===== src/rtl/hazard_ctrl.sv =====
// Hazard and stall controller: load-use bubbles, branch flushes and
// data-memory wait-state freezes with timeout, plus stall/flush counters.
module hazard_ctrl #(
    parameter int MEM_TIMEOUT = 16
) (
    input  logic        clk_i,
    input  logic        rst_i,
    input  logic [4:0]  IF_ID_RS_i,
    input  logic [4:0]  IF_ID_RT_i,
    input  logic        ID_EX_MemRd_i,
    input  logic [4:0]  ID_EX_RT_i,
    input  logic        Branch_taken_i,
    input  logic        DMem_req_i,
    input  logic        DMem_ack_i,
    output logic        PC_Write_o,
    output logic        IF_ID_Write_o,
    output logic        IF_ID_Flush_o,
    output logic        ID_EX_Flush_o,
    output logic        Pipe_Freeze_o,
    output logic        Mem_err_o,
    output logic [15:0] Stall_cnt_o,
    output logic [15:0] Flush_cnt_o
);

    typedef enum logic {
        RUN,
        MEM_WAIT
    } state_e;

    localparam logic [15:0] WaitLast = 16'(MEM_TIMEOUT - 1);

    state_e      state_q, state_d;
    logic [15:0] wait_q, wait_d;
    logic [15:0] stall_q, flush_q;
    logic        err_q, err_d;

    logic mem_start;
    logic load_use;
    logic advance;

    assign mem_start = DMem_req_i & ~DMem_ack_i;
    assign load_use  = ID_EX_MemRd_i & (ID_EX_RT_i != 5'd0) &
                       ((ID_EX_RT_i == IF_ID_RS_i) |
                        (ID_EX_RT_i == IF_ID_RT_i));

    // While reset is held the outputs behave as in RUN.
    always_comb begin
        PC_Write_o    = 1'b1;
        IF_ID_Write_o = 1'b1;
        IF_ID_Flush_o = 1'b0;
        ID_EX_Flush_o = 1'b0;
        Pipe_Freeze_o = 1'b0;
        state_d       = state_q;
        wait_d        = wait_q;
        err_d         = err_q;
        advance       = 1'b0;

        if (state_q == MEM_WAIT && rst_i) begin
            if (DMem_ack_i || wait_q == WaitLast) begin
                state_d = RUN;
                advance = 1'b1;
                if (!DMem_ack_i) begin
                    err_d = 1'b1;
                end
            end else begin
                PC_Write_o    = 1'b0;
                IF_ID_Write_o = 1'b0;
                Pipe_Freeze_o = 1'b1;
                wait_d        = wait_q + 16'd1;
            end
        end else if (mem_start) begin
            PC_Write_o    = 1'b0;
            IF_ID_Write_o = 1'b0;
            Pipe_Freeze_o = 1'b1;
            state_d       = MEM_WAIT;
            wait_d        = 16'd0;
        end else begin
            advance = 1'b1;
        end

        if (advance) begin
            if (load_use) begin
                PC_Write_o    = 1'b0;
                IF_ID_Write_o = 1'b0;
                ID_EX_Flush_o = 1'b1;
            end else if (Branch_taken_i) begin
                IF_ID_Flush_o = 1'b1;
            end
        end
    end

    always_ff @(posedge clk_i) begin
        if (!rst_i) begin
            state_q <= RUN;
            wait_q  <= 16'd0;
            err_q   <= 1'b0;
            stall_q <= 16'd0;
            flush_q <= 16'd0;
        end else begin
            state_q <= state_d;
            wait_q  <= wait_d;
            err_q   <= err_d;
            if (!PC_Write_o && stall_q != 16'hFFFF) begin
                stall_q <= stall_q + 16'd1;
            end
            if (IF_ID_Flush_o && flush_q != 16'hFFFF) begin
                flush_q <= flush_q + 16'd1;
            end
        end
    end

    assign Mem_err_o   = err_q;
    assign Stall_cnt_o = stall_q;
    assign Flush_cnt_o = flush_q;

endmodule

===== config.mk =====
export PLATFORM = sky130hd
export DESIGN_NAME = hazard_ctrl
export DESIGN_NICKNAME = d
export VERILOG_FILES = /design/src/rtl/hazard_ctrl.sv
export SDC_FILE = /design/constraint.sdc
export NUM_CORES = 1
export LEC_CHECK = 0
export ABC_CLOCK_PERIOD_IN_PS = 6700
export BUFFER_PORTS_ARGS = -buffer_cell sky130_fd_sc_hd__buf_2
export CAP_MARGIN = 20
export CORE_UTILIZATION = 58
export DETAILED_ROUTE_END_ITERATION = 10
export GPL_TIMING_DRIVEN = 0
export PLACE_DENSITY = 0.84
export SLEW_MARGIN = 20
export SYNTH_ARGS = -nofsm -noshare
export SYNTH_HDL_FRONTEND = slang
export SYNTH_SLANG_ARGS = --single-unit

===== constraint.sdc =====
create_clock -name clk_i -period 6.7 [get_ports clk_i]
set_input_delay 1.34 -clock clk_i [delete_from_list [all_inputs] [get_ports clk_i]]
set_output_delay 1.34 -clock clk_i [all_outputs]
set_load 0.05 [all_outputs]

---- Yosys cells after proc, flatten, opt, wreduce, memory -nomap -nowiden ----
Cells that the tools add are included.
storage, ports and cells
  logic and storage cells ................. 49
  input port bits ......................... 21
  output and inout port bits .............. 38
  bits in registers ....................... 50
operators by class
  muxes and demuxes ....................... 19
  reductions and logical operators ........ 10
  bitwise logic cells ..................... 5
  equal/unequal tests ..................... 7
  $add $sub $neg .......................... 3
operators by type and width
  operator               number
  $add 16x1->16 const B  3
  $mux 16                3
  $ne 16x16->1 const B   2
  $eq 16x4->1 const B    1
  $mux 1                 16
  $eq 5x5->1             2
  $reduce_bool 5->1      1
  $reduce_and 2->1       2
  $and 1x1->1            3
  $logic_and 1x1->1      3
  $reduce_and 3->1       1
  $ne 2x1->1 const B     1
  $ne 2x2->1 const B     1
  $reduce_bool 2->1      1
  $logic_not 1->1        1
  $logic_or 1x1->1       1
  $not 1->1              1
  $or 1x1->1             1

---- Longest topological paths before layout ----
  depth in word-level cells ............... 7
  gate-level depth with buffers ........... 10
  mapped depth without buffers ............ 8

---- Worst setup path after synthesis ----
No wires, ideal clock.
  path type ............................... input to output
  start point ............................. in rst_i
  end point ............................... out ID_EX_Flush_o
  buffers on the path ..................... 2
  data arrival time ....................... 3448 ps
  path slack .............................. 1912 ps
  data required time ...................... 5360 ps
  cell stages on the path ................. 7
  path through ............................ buf_2 > nand2_1 > and3b_1 > a21oi_2 > buf_6 > inv_1 > nor3_1
between the ends
  cells in the longest elaborated chain, start to end .. 3
RTL lines
  what               line  RTL
  start, declared    7     input logic rst_i,
  $logic_and 1x1->1  58    if (state_q == MEM_WAIT && rst_i) begin
  $mux 1             58
  $mux 1             81    if (advance) begin
  end, declared      18    output logic ID_EX_Flush_o,
No other way between the ends.

---- Final worst setup path ----
  start point ............................. in ID_EX_RT_i[1]
  end point ............................... out IF_ID_Flush_o
between the ends
  cells in the longest elaborated chain, start to end .. 5
  elaborated cells between the ends (all ways) .. 8
  classes of those cells .................. eq/ne: 2; mux: 2; bitwise: 3; reduce/logical: 1
RTL lines
  what                                       line    RTL
  start, declared                            11      input logic [4:0] ID_EX_RT_i,
  $eq 5x5->1, or another cell as far along   43      ((ID_EX_RT_i == IF_ID_RS_i) |
  $or 1x1->1 or $and 1x1->1 (tied branches)  43, 42
  $and 1x1->1 (*)                            42      assign load_use = ID_EX_MemRd_i & (ID_EX_RT_i != 5'd0) &
  $mux 1 (*)                                 82      if (load_use) begin
  $mux 1 (*)                                 81
  end, declared                              17      output logic IF_ID_Flush_o,
Mark *: on every way between the ends. The rest lies on a longest branch, timed or not.

==> impl_metrics.py <==
metrics = {
    "final_layout": {
        "final_common_cell": "buf_2",
        "antenna_cells": 0,
        "layout-drive-gt1-share_pct": 20.6,
        "nFillCells": 357,
        "mostFrequentLayoutCells": "buf_2 (60), dfxtp_1 (50), nand2_1 (34), nor2_1 (25), a21oi_1 (19)",
        "final_net_count": 412,
        "area_growth_pct": 17.0,
    },
    "grt": {
        "antenna_found_initial": 0,
        "grt.overflow.total": 0,
        "grt.total_usage_pct": 26.0,
        "grt_pass1_wl_um": 10300,
        "grt_max_degree": 15,
        "first_global_vias": 2272,
    },
    "drt": {
        "drt_iter0_markers": 190,
        "ant_nets": 0,
        "drc": 0,
        "vias_per_cell": 5.90,
        "wl_per_cell_um": 14.0,
        "vias": 2604,
        "first_pass_iters": 6,
        "wirelength_um": 6160,
    },
    "die": {
        "core_um2": 4410,
        "start_util_pct": 60.8,
        "dieArea_um2": 4910,
        "num_rows": 24,
        "die_h_um": 70.0,
        "num_io_pins": 59,
        "die_w_um": 70.0,
    },
    "worst_setup_path": {
        "worst_setup_path_end_kind": "output pin",
        "cp_max_fo": 11,
        "r2r_setup_slack_ns": 4.49,
        "worstSetupEndpoint": "IF_ID_Flush_o",
        "cp.arrival_ns": 3.28,
        "reg2reg_to": "Flush_cnt_o[7]$_SDFFE_PN0P_",
        "r2r_start": "wait_q[0]$_SDFFE_PN0N_",
        "critPathRequiredTime_ns": 5.36,
        "r2r_cells": 8,
        "critical_path_class": "input port to output pin",
        "worst_setup_path_start_kind": "input port",
        "cp-startpoint": "ID_EX_RT_i[1]",
    },
    "power_and_ir_drop": {
        "switching_power_uw": 150,
        "vdd_drop_max_mv": 0.226,
        "p_comb_share_pct": 12.8,
        "clockPowerShare_pct": 35.4,
        "seqPwrFrac_pct": 51.9,
        "internal-power_uw": 435,
        "leakage_nw": 1.21,
        "swShare_pct": 25.6,
        "power_uw": 585,
        "p_per_area_nw_per_um2": 186,
    },
    "sta": {
        "setup_viol": 0,
        "post-route-period-util_pct": 69.0,
        "fin_crit_ns": 4.62,
        "finalHoldViolations": 0,
        "max_freq_mhz": 216,
        "tns_ns": 0,
        "drv_slew": 0,
        "relSlewSlack_pct": 47.1,
        "skew_ns": 0.00210,
        "rsz0062_at_grt": "false",
        "worstMarginPinSlew_ns": 0.786,
    },
    "hold_path": {
        "worstHoldPathType": "register to register",
    },
    "cts": {
        "cts_setup_buffers": 0,
        "postCtsResizedCells": 0,
        "clk_root_buffer_cell": "clkbuf_8",
        "cts_buffer_depth": 2,
        "clk_latency_ns": 0.29,
        "cts_sinks": 50,
        "cts_tree": "yes",
        "cts_hold_buf": 0,
        "cts_buffers": 5,
        "h-tree-depth": 2,
        "path_clk_slew_ns": 0.09,
    },
    "logic_synthesis": {
        "synth-seq-area-share_pct": 37.3,
        "avgSynthCellArea_um2": 8.29,
        "syn_area_um2": 2690,
        "ys_warn_count": 0,
        "async_reset_ff_share_pct": 0,
        "synth.distinct_cells": 47,
        "ys.flop_type": "dfxtp_1",
        "synth_edf_count": 0,
        "ys_ff_latch": 50,
        "synthCells": 324,
        "syn_nets": 348,
    },
    "placement": {
        "dpl.hpwl_um": 4620,
        "placement.io_buffers": 57,
        "gp_congestion": 0.833,
    },
    "outcome": {
        "outcome": "finished clean",
    },
    "job": {
        "cap_viol_max_count": 0,
    },
}
## synth_stat cells (3+ instances only)
cell	instances	share of area (%)
buf_2	3	0.56
nand2_1	34	4.8
o21a_1	8	2.2
inv_1	4	0.56
or3_1	13	3.0
nor4_1	9	2.1
and2_1	3	0.70
xor2_1	17	5.5
o21ai_1	10	1.9
nor3_1	12	2.2
buf_6	3	1.3
mux2i_1	11	4.1
nor2_1	25	3.5
nand3_1	15	2.8
nand4_1	18	4.2
ha_1	3	1.4
dfxtp_1	50	37
nand2b_1	12	2.8
nor2b_1	3	0.70
and3_1	4	0.93
or4_1	4	1.1
xnor2_1	5	1.6
clkbuf_1	4	0.56
o21ai_0	5	0.93
a21oi_1	19	3.5
## worst max-delay path: stages
cell	delay [ns]
buf_2	0.12
or4_1	0.53
o21ai_2	0.31
o21ai_2	0.12
inv_2	0.16
buf_6	0.16
buf_6	0.15
and2_1	0.13
buf_2	0.26
## worst min-delay path by stage
stage | depth (start not counted) | to | from | slack (ns)
after detailed placement | 2 | wait_q[1]$_SDFFE_PN0N_ | wait_q[1]$_SDFFE_PN0N_ | 0.46
after floorplan | 2 | wait_q[1]$_SDFFE_PN0N_ | wait_q[1]$_SDFFE_PN0N_ | 0.44
after CTS | 2 | wait_q[1]$_SDFFE_PN0N_ | wait_q[1]$_SDFFE_PN0N_ | 0.47
final | 2 | Mem_err_o$_SDFFE_PN0P_ | Mem_err_o$_SDFFE_PN0P_ | 0.48
after global routing | 2 | wait_q[1]$_SDFFE_PN0N_ | wait_q[1]$_SDFFE_PN0N_ | 0.48
after global placement | 2 | Mem_err_o$_SDFFE_PN0P_ | Mem_err_o$_SDFFE_PN0P_ | 0.45
## through the flow
| step | instance area (um^2) | hold slack [ns] | setup slack [ns] | std cells | util, % |
|---|---|---|---|---|---|
| finish | 3140 | 0.476 | 2.08 | 441 | 71.2 |
| floorplan | 2690 | 0.444 | 1.91 | 324 | - |
| detailed placement | 3040 | 0.459 | 2.09 | 433 | 68.8 |
| global route | 3140 | 0.484 | 1.97 | 441 | 71.2 |
| CTS | 3140 | 0.471 | 2.08 | 441 | 71.2 |
| global placement | 3040 | 0.447 | 2.09 | 433 | 68.8 |
## cells by family (layout without fill, tap and decap cells)
logic type	Yosys count	count (layout)	share of synthesized area, %
buf+inv	19	84	3.77
xor+xnor	22	22	7.18
flops	50	50	37.3
mux	11	11	4.10
compound gates	57	57	14.2
fa+ha+maj	3	3	1.40
simple gates	162	162	32.1
## state kept, by name, summed over array words and instances, names as in the netlist
signal	count
Flush_cnt_o	16
state_q	1
Mem_err_o	1
wait_q	16
Stall_cnt_o	16
## routing by layer
layer	vias to the layer above	track usage, %	part of all wire, %
met1	1196	34.7	45
met4	0	6.67	0.68
met3	4	5.48	7.6
met5	-	0	0
li1	1309	-	-
met2	95	42.6	47
## power by group through the flow
stage                     logic (mW)  clock network, mW  registers (mW)
after floorplan               0.0437                  0           0.319
final                         0.0747              0.207           0.303
after global routing          0.0810              0.222           0.304
after CTS                     0.0745              0.211           0.303
after detailed placement      0.0741                  0           0.310
after global placement        0.0733                  0           0.310
## cell type report
cell class,instances,area [um^2],area share (%)
Inverter,6,22.5,0.717
Buffer,13,78.8,2.51
Timing Repair Buffer,57,285,9.08
Sequential cell,50,1000,31.9
Tap cell,52,65.1,2.07
Clock inverter,1,30.0,0.956
Clock buffer,7,76.3,2.43
Multi-Input combinational cell,255,1580,50.4
(Power assumes the default switching activity.)
